[config.mk]
export PLATFORM = sky130hd
export DESIGN_NAME = gf2m_digit_serial_mult
export DESIGN_NICKNAME = d
export VERILOG_FILES = /design/src/rtl/gf2m_pkg.sv /design/src/rtl/gf2m_digit_step.sv /design/src/rtl/gf2m_digit_serial_mult.sv
export SDC_FILE = /design/constraint.sdc
export NUM_CORES = 1
export LEC_CHECK = 0
export BUFFER_PORTS_ARGS = -buffer_cell sky130_fd_sc_hd__buf_2
export CORE_MARGIN = 4
export CORE_UTILIZATION = 45
export CTS_CLUSTER_DIAMETER = 120
export DETAILED_ROUTE_END_ITERATION = 10
export GPL_TIMING_DRIVEN = 0
export PLACE_DENSITY = 0.65
export SETUP_SLACK_MARGIN = 0.2
export SLEW_MARGIN = 20
export SYNTH_ARGS = -nofsm -noshare
export SYNTH_HDL_FRONTEND = slang
export SYNTH_SLANG_ARGS = --single-unit
export TNS_END_PERCENT = 10
[constraint.sdc]
create_clock -name clk -period 1.7 [get_ports clk]
set_input_delay 0.085 -clock clk [delete_from_list [all_inputs] [get_ports clk]]
set_output_delay 0.085 -clock clk [all_outputs]
set_load 0.01 [all_outputs]
[src/rtl/gf2m_pkg.sv]
// Shared definitions for the GF(2^M) digit-serial multiplier: digit-count helper,
// FSM state type and default field/digit sizes.
package gf2m_pkg;

  localparam int GF2M_M_DEFAULT = 7;
  localparam int GF2M_D_DEFAULT = 2;

  typedef enum logic {
    IDLE = 1'b0,
    RUN  = 1'b1
  } gf2m_state_t;

  // Number of D-bit digits needed to cover an M-bit operand.
  function automatic int gf2m_num_digits(input int m, input int d);
    return (m + d - 1) / d;
  endfunction

endpackage

[src/rtl/gf2m_digit_step.sv]
// One digit of the MSB-first multiply: r*x^D mod f xor a*digit mod f.
// Purely combinational; depth is D reduction stages plus a D-input XOR tree.
module gf2m_digit_step
  import gf2m_pkg::*;
#(
  parameter int M = GF2M_M_DEFAULT,
  parameter int D = GF2M_D_DEFAULT
) (
  input  logic [M-1:0] r,
  input  logic [M-1:0] a,
  input  logic [M-1:0] f,
  input  logic [D-1:0] digit,
  output logic [M-1:0] r_next
);

  // Multiply by x and fold the overflowing x^M term back in via f.
  function automatic logic [M-1:0] mulx(input logic [M-1:0] v, input logic [M-1:0] p);
    return {v[M-2:0], 1'b0} ^ (v[M-1] ? p : '0);
  endfunction

  logic [M-1:0] r_shift;
  logic [M-1:0] a_pow;
  logic [M-1:0] prod;

  always_comb begin
    r_shift = r;
    a_pow   = a;
    prod    = '0;
    for (int i = 0; i < D; i++) begin
      r_shift = mulx(r_shift, f);
    end
    for (int j = 0; j < D; j++) begin
      if (digit[j]) begin
        prod = prod ^ a_pow;
      end
      a_pow = mulx(a_pow, f);
    end
    r_next = r_shift ^ prod;
  end

endmodule

[src/rtl/gf2m_digit_serial_mult.sv]
// Digit-serial GF(2^M) multiplier, D bits of b per clock, MSB digit first; N=ceil(M/D) cycle latency.
// Optional GF2M_MAC_EN adds an acc port XORed into the result.
module gf2m_digit_serial_mult
  import gf2m_pkg::*;
#(
  parameter int M = GF2M_M_DEFAULT,
  parameter int D = GF2M_D_DEFAULT
) (
  input  logic         clk,
  input  logic         rst,
  input  logic         start,
  input  logic [M-1:0] a,
  input  logic [M-1:0] b,
  input  logic [M:0]   f,
`ifdef GF2M_MAC_EN
  input  logic [M-1:0] acc,
`endif
  output logic [M-1:0] c,
  output logic         busy,
  output logic         over
);

  localparam int N  = gf2m_num_digits(M, D);
  localparam int BW = N * D;
  localparam int CW = (N > 1) ? $clog2(N) : 1;

  gf2m_state_t   state;
  gf2m_state_t   state_nxt;
  logic          load;
  logic          last;
  logic [CW-1:0] cnt;
  logic [M-1:0]  a_q;
  logic [M-1:0]  f_q;
  logic [BW-1:0] b_sh;
  logic [M-1:0]  r;
  logic [M-1:0]  r_next;
  logic [D-1:0]  digit;
  logic [M-1:0]  result;

  // The leading coefficient of f is always 1 and never looked at.
  logic          f_msb_unused;
  assign f_msb_unused = f[M];

`ifdef GF2M_MAC_EN
  logic [M-1:0]  acc_q;
  assign result = r_next ^ acc_q;
`else
  assign result = r_next;
`endif

  // b is kept left-aligned in a shift register so the current digit is always the top D bits.
  assign digit = b_sh[BW-1 -: D];
  assign busy  = (state == RUN);

  gf2m_digit_step #(
    .M(M),
    .D(D)
  ) u_step (
    .r      (r),
    .a      (a_q),
    .f      (f_q),
    .digit  (digit),
    .r_next (r_next)
  );

  always_ff @(posedge clk) begin
    if (rst) begin
      state <= IDLE;
    end else begin
      state <= state_nxt;
    end
  end

  always_comb begin
    state_nxt = state;
    load      = 1'b0;
    last      = 1'b0;
    case (state)
      IDLE: begin
        if (start) begin
          load      = 1'b1;
          state_nxt = RUN;
        end
      end
      RUN: begin
        if (cnt == '0) begin
          last      = 1'b1;
          state_nxt = IDLE;
        end
      end
      default: state_nxt = IDLE;
    endcase
  end

  always_ff @(posedge clk) begin
    if (rst) begin
      cnt  <= '0;
      r    <= '0;
      c    <= '0;
      over <= 1'b0;
      a_q  <= '0;
      f_q  <= '0;
      b_sh <= '0;
`ifdef GF2M_MAC_EN
      acc_q <= '0;
`endif
    end else begin
      over <= 1'b0;
      if (load) begin
        a_q  <= a;
        f_q  <= f[M-1:0];
        b_sh <= BW'(b);
        r    <= '0;
        cnt  <= CW'(N - 1);
`ifdef GF2M_MAC_EN
        acc_q <= acc;
`endif
      end else if (state == RUN) begin
        r    <= r_next;
        b_sh <= b_sh << D;
        cnt  <= cnt - 1'b1;
        if (last) begin
          c    <= result;
          over <= 1'b1;
        end
      end
    end
  end

endmodule

==> parameters.txt <==
Parameter                              Value

Status
  Outcome ... complete, no violations

Die
  Rows ... 23
  Die Height ... 74.5 um
  Area enclosed by the die boundary ... 5550 sq um
  Die outline width ... roughly 75 um
  Initial core utilization ... 48.0%
  Total core area ... 4140 sq um
  Number of ports placed on the die boundary ... 34

Place
  Setup slack at placement ... -0.0784 ns
  Post-detailed-placement cell area ... 2220 sq um
  DP Wirelength ... 3210 um
  GP Congestion ... 0.818
  Count of port buffers added during placement ... 31

Hold path
  Worst Hold Class ... in2reg

GRT
  Pin count of the biggest net entering global routing ... 12
  Congestion Overflow GR ... 0
  First-pass GRT wire length ... 7160 um
  Antenna violations before repair ... 0
  Gr usage total ... 16.7%
  Vias in the first global route ... approximately 1500

Worst setup path
  Crit path from ... r[6]
  Maximum net fanout on the critical path ... 6
  Endpoint of the worst register-to-register path ... c[6]
  Data arrival time of the critical path ... approximately 1.8 ns
  Cell count along the critical path ... 6
  Number of buffer and inverter stages on the critical path ... 1
  Setup CP Type ... reg2reg
  Data required time at the worst endpoint ... 1.87 ns
  Kind of cell adding the most delay to the critical path ... compound AO/OA/AOI/OAI gates
  Slowest library cell on the worst path ... sky130_fd_sc_hd__mux2_4
  Crit-path max cell delay ... 0.33 ns
  Cell-by-cell listing of the critical path ... buf_6, xnor2_4, mux2_4, a221oi_4, xnor2_1, o21ai_1
  Worst setup path endpoint ... c[6]
  Worst reg2reg startpoint ... r[6]
  Count of cells along the worst register-to-register path ... 6
  Endpoint type of the worst setup path ... flop
  Startpoint type of the worst setup path ... flop
  Flop-to-flop setup slack ... around 0.07 ns

Timing
  Unrepaired setup endpoints after global routing ... true
  Number of hold-slack violations in the final timing report ... 0
  Final setup vio count ... 0
  Final number of max-transition violations ... 0
  Final setup margin ... 0.0700 ns
  Top achievable clock speed ... 613 MHz
  Worst clock skew ... a little under 0.007 ns
  Part of the cycle the worst path needs ... 95.9%
  Post-route minimum period ... 1.63 ns
  Final setup TNS ... 0 ns
  Relative slew slack ... 57.7%
  Slew of the pin with the lowest slew margin ... 0.634 ns

Synthesis
  Yosys synthesis warning count ... 0
  Synth async-reset ratio ... 0%
  Multiplexer share of the synthesized area ... approximately 5.3%
  Most common flop cell mapped by yosys ... sky130_fd_sc_hd__dfxtp_1
  Number of cells produced by synthesis ... 234
  Largest area contributor in the synthesized netlist ... sky130_fd_sc_hd__dfxtp_1
  Portion of synthesized cell area occupied by the leading cell type ... 40.2%
  Sequential share of the synthesized area ... between 40 and 50%
  Adder and majority cell fraction of the synthesized area ... less than 1%
  Number of flops mapped to enable cells by yosys ... 0
  Most common cell in the netlist ... sky130_fd_sc_hd__nand2_1
  List of most frequent post-synthesis cells ... sky130_fd_sc_hd__nand2_1 (55), sky130_fd_sc_hd__dfxtp_1 (40), sky130_fd_sc_hd__a21oi_1 (21), sky130_fd_sc_hd__xnor2_1 (17), sky130_fd_sc_hd__nor2_1 (16)
  Synth area leaders ... sky130_fd_sc_hd__dfxtp_1 (40%), sky130_fd_sc_hd__nand2_1 (10%), sky130_fd_sc_hd__xnor2_1 (7.5%)
  Post-synthesis instance area ... 1990 sq um
  Unique cell type count in the Yosys netlist ... 34
  Basic-gate share of the synthesized area counting and, or, nand and nor cells ... between 20% and 30%
  Dominant combinational cell family by area after synthesis ... simple AND/OR/NAND/NOR gates
  Compound-Gate Fraction of Synth Area ... 13.4%
  Per-instance average area after synthesis ... 8.51 sq um
  Parity-gate share of the synthesized area counting xor and xnor cells ... 15.5%
  Number of flip-flops and latches in the synthesized netlist ... 40
  Post-synthesis net count ... 260

Detailed routing
  Via total after detailed routing ... 1647
  First-pass iteration count of the detailed router ... 4
  Vias per inst ... between 5 and 6
  Routed wire per std cell ... 13.5 um
  Total DRC errors in the routed layout ... 0
  Detailed Route Iter0 Violations ... 134
  Total wirelength of the detailed-routed design ... 4400 um
  Antenna-violating nets left ... 0

Power
  Power per cell area ... roughly 800 nW/um^2
  Worst-case vdd ir drop ... 0.601 mV
  Static leakage ... 0.969 nW
  Pwr Total ... roughly 0.0019 W

Cells and area
  Final instance area ... between 2000 and 2500 sq um
  Fin nets ... about 300
  Area Growth Syn to Fin ... 20.7%
  Final core area utilization ... roughly 58%
  Diodes inserted ... 0
  Share of post-route cells with drive strength above 1 ... 23.2%

CTS
  Clock latency at the later pin of the worst-skew pair ... a little under 0.3 ns
  H-tree levels ... 2
  TritonCTS clock tree ... done
  Cell chosen for the clock root ... sky130_fd_sc_hd__clkbuf_8
  Number of CTS-inserted buffers ... 5
  Sinks on the clock net ... 40
  Register clock-pin slew on the reported worst setup and hold paths ... 0.08 ns
  Clock tree buffer depth ... 2

Job
  Max cap viols ... 0
[through the flow]
step	hold slack, ns	std cells
after global placement	0.326	315
final	0.0303	326
after CTS	0.0269	323
after detailed placement	0.335	315
after floorplan	0.221	234
after global routing	0.0375	326
[area by class of cell]
cell class,instances,area [sq um]
fill,423,1740
multi-input combinational,178,1170
sequential,40,805
timing repair buffer,34,181
clock buffer,8,90.1
buffer,13,78.8
tap,50,62.6
inverter,3,11.3
[worst register-to-register path, stage by stage, from the launching register on]
cell and delay [ns]:
sky130_fd_sc_hd__dfxtp_2 0.32, sky130_fd_sc_hd__buf_6 0.13, sky130_fd_sc_hd__xnor2_4 0.17, sky130_fd_sc_hd__mux2_4 0.33, sky130_fd_sc_hd__a221oi_4 0.33, sky130_fd_sc_hd__xnor2_1 0.16, sky130_fd_sc_hd__o21ai_1 0.08
[placed cells by master, fill, tap and decap left out, types with 2 or more instances in the layout]
cell and instances:
sky130_fd_sc_hd__mux2i_1 9, sky130_fd_sc_hd__clkbuf_8 6, sky130_fd_sc_hd__clkbuf_2 6, sky130_fd_sc_hd__nand3_1 2, sky130_fd_sc_hd__dfxtp_2 3, sky130_fd_sc_hd__xnor2_2 3, sky130_fd_sc_hd__xnor2_1 14, sky130_fd_sc_hd__nor2_1 16
sky130_fd_sc_hd__o21ai_2 2, sky130_fd_sc_hd__inv_1 3, sky130_fd_sc_hd__o21ai_0 4, sky130_fd_sc_hd__nand2b_1 7, sky130_fd_sc_hd__xor3_1 4, sky130_fd_sc_hd__a211oi_1 2, sky130_fd_sc_hd__nand2_1 55, sky130_fd_sc_hd__o21ai_1 7
sky130_fd_sc_hd__clkbuf_1 6, sky130_fd_sc_hd__xor2_1 3, sky130_fd_sc_hd__buf_2 31, sky130_fd_sc_hd__buf_6 4, sky130_fd_sc_hd__nor3_1 4, sky130_fd_sc_hd__o22ai_1 5, sky130_fd_sc_hd__buf_4 2, sky130_fd_sc_hd__and2_1 6
sky130_fd_sc_hd__dfxtp_1 37, sky130_fd_sc_hd__a21oi_1 21
[routing by layer]
layer,global-route usage [%],wire length [um],part of all wire (%)
met1,22.9,2160,49
met2,26.0,2030,46
met3,4.05,161,3.7
met4,5.14,43,0.98
met5,0,0,0
[kinds of logic after synthesis]
family,after synthesis
compound gates,45
xor+xnor,26
fa+ha+maj,1
buf+inv,16
flops,40
mux,10
simple gates,96
[timing repair]
item	CTS	global route
buffers inserted	0	3
endpoints found under the setup margin	20	35
gates resized for setup	2	37
hold buffers	0	0
gates cloned	0	0
pin swaps	0	21
[registers in the layout, summed over array words and instances, names as in the netlist]
name	count
busy	1
a_q	7
b_sh	8
r	7
cnt	2
c	7
f_q	7
over	1
[report_power, final]
part	total [W]	internal (W)	switching [W]	leakage (nW)
Sequential	0.00102	0.000981	0.0000396	0.328
Clock	0.000652	0.000331	0.000320	0.0455
Combinational	0.000248	0.000112	0.000136	0.595
[how the worst min path moves through the flow]
stage / endpoint / startpoint / cells after the start / slack (ns)
after floorplan: f_q[0] / f[0] / 2 / 0.22
after global routing: f_q[4] / f[4] / 3 / 0.04
final: f_q[3] / f[3] / 3 / 0.03
after global placement: f_q[3] / f[3] / 3 / 0.33
after detailed placement: a_q[1] / a[1] / 3 / 0.33
after CTS: a_q[1] / a[1] / 3 / 0.03
Power figures use the tool's default switching activity.
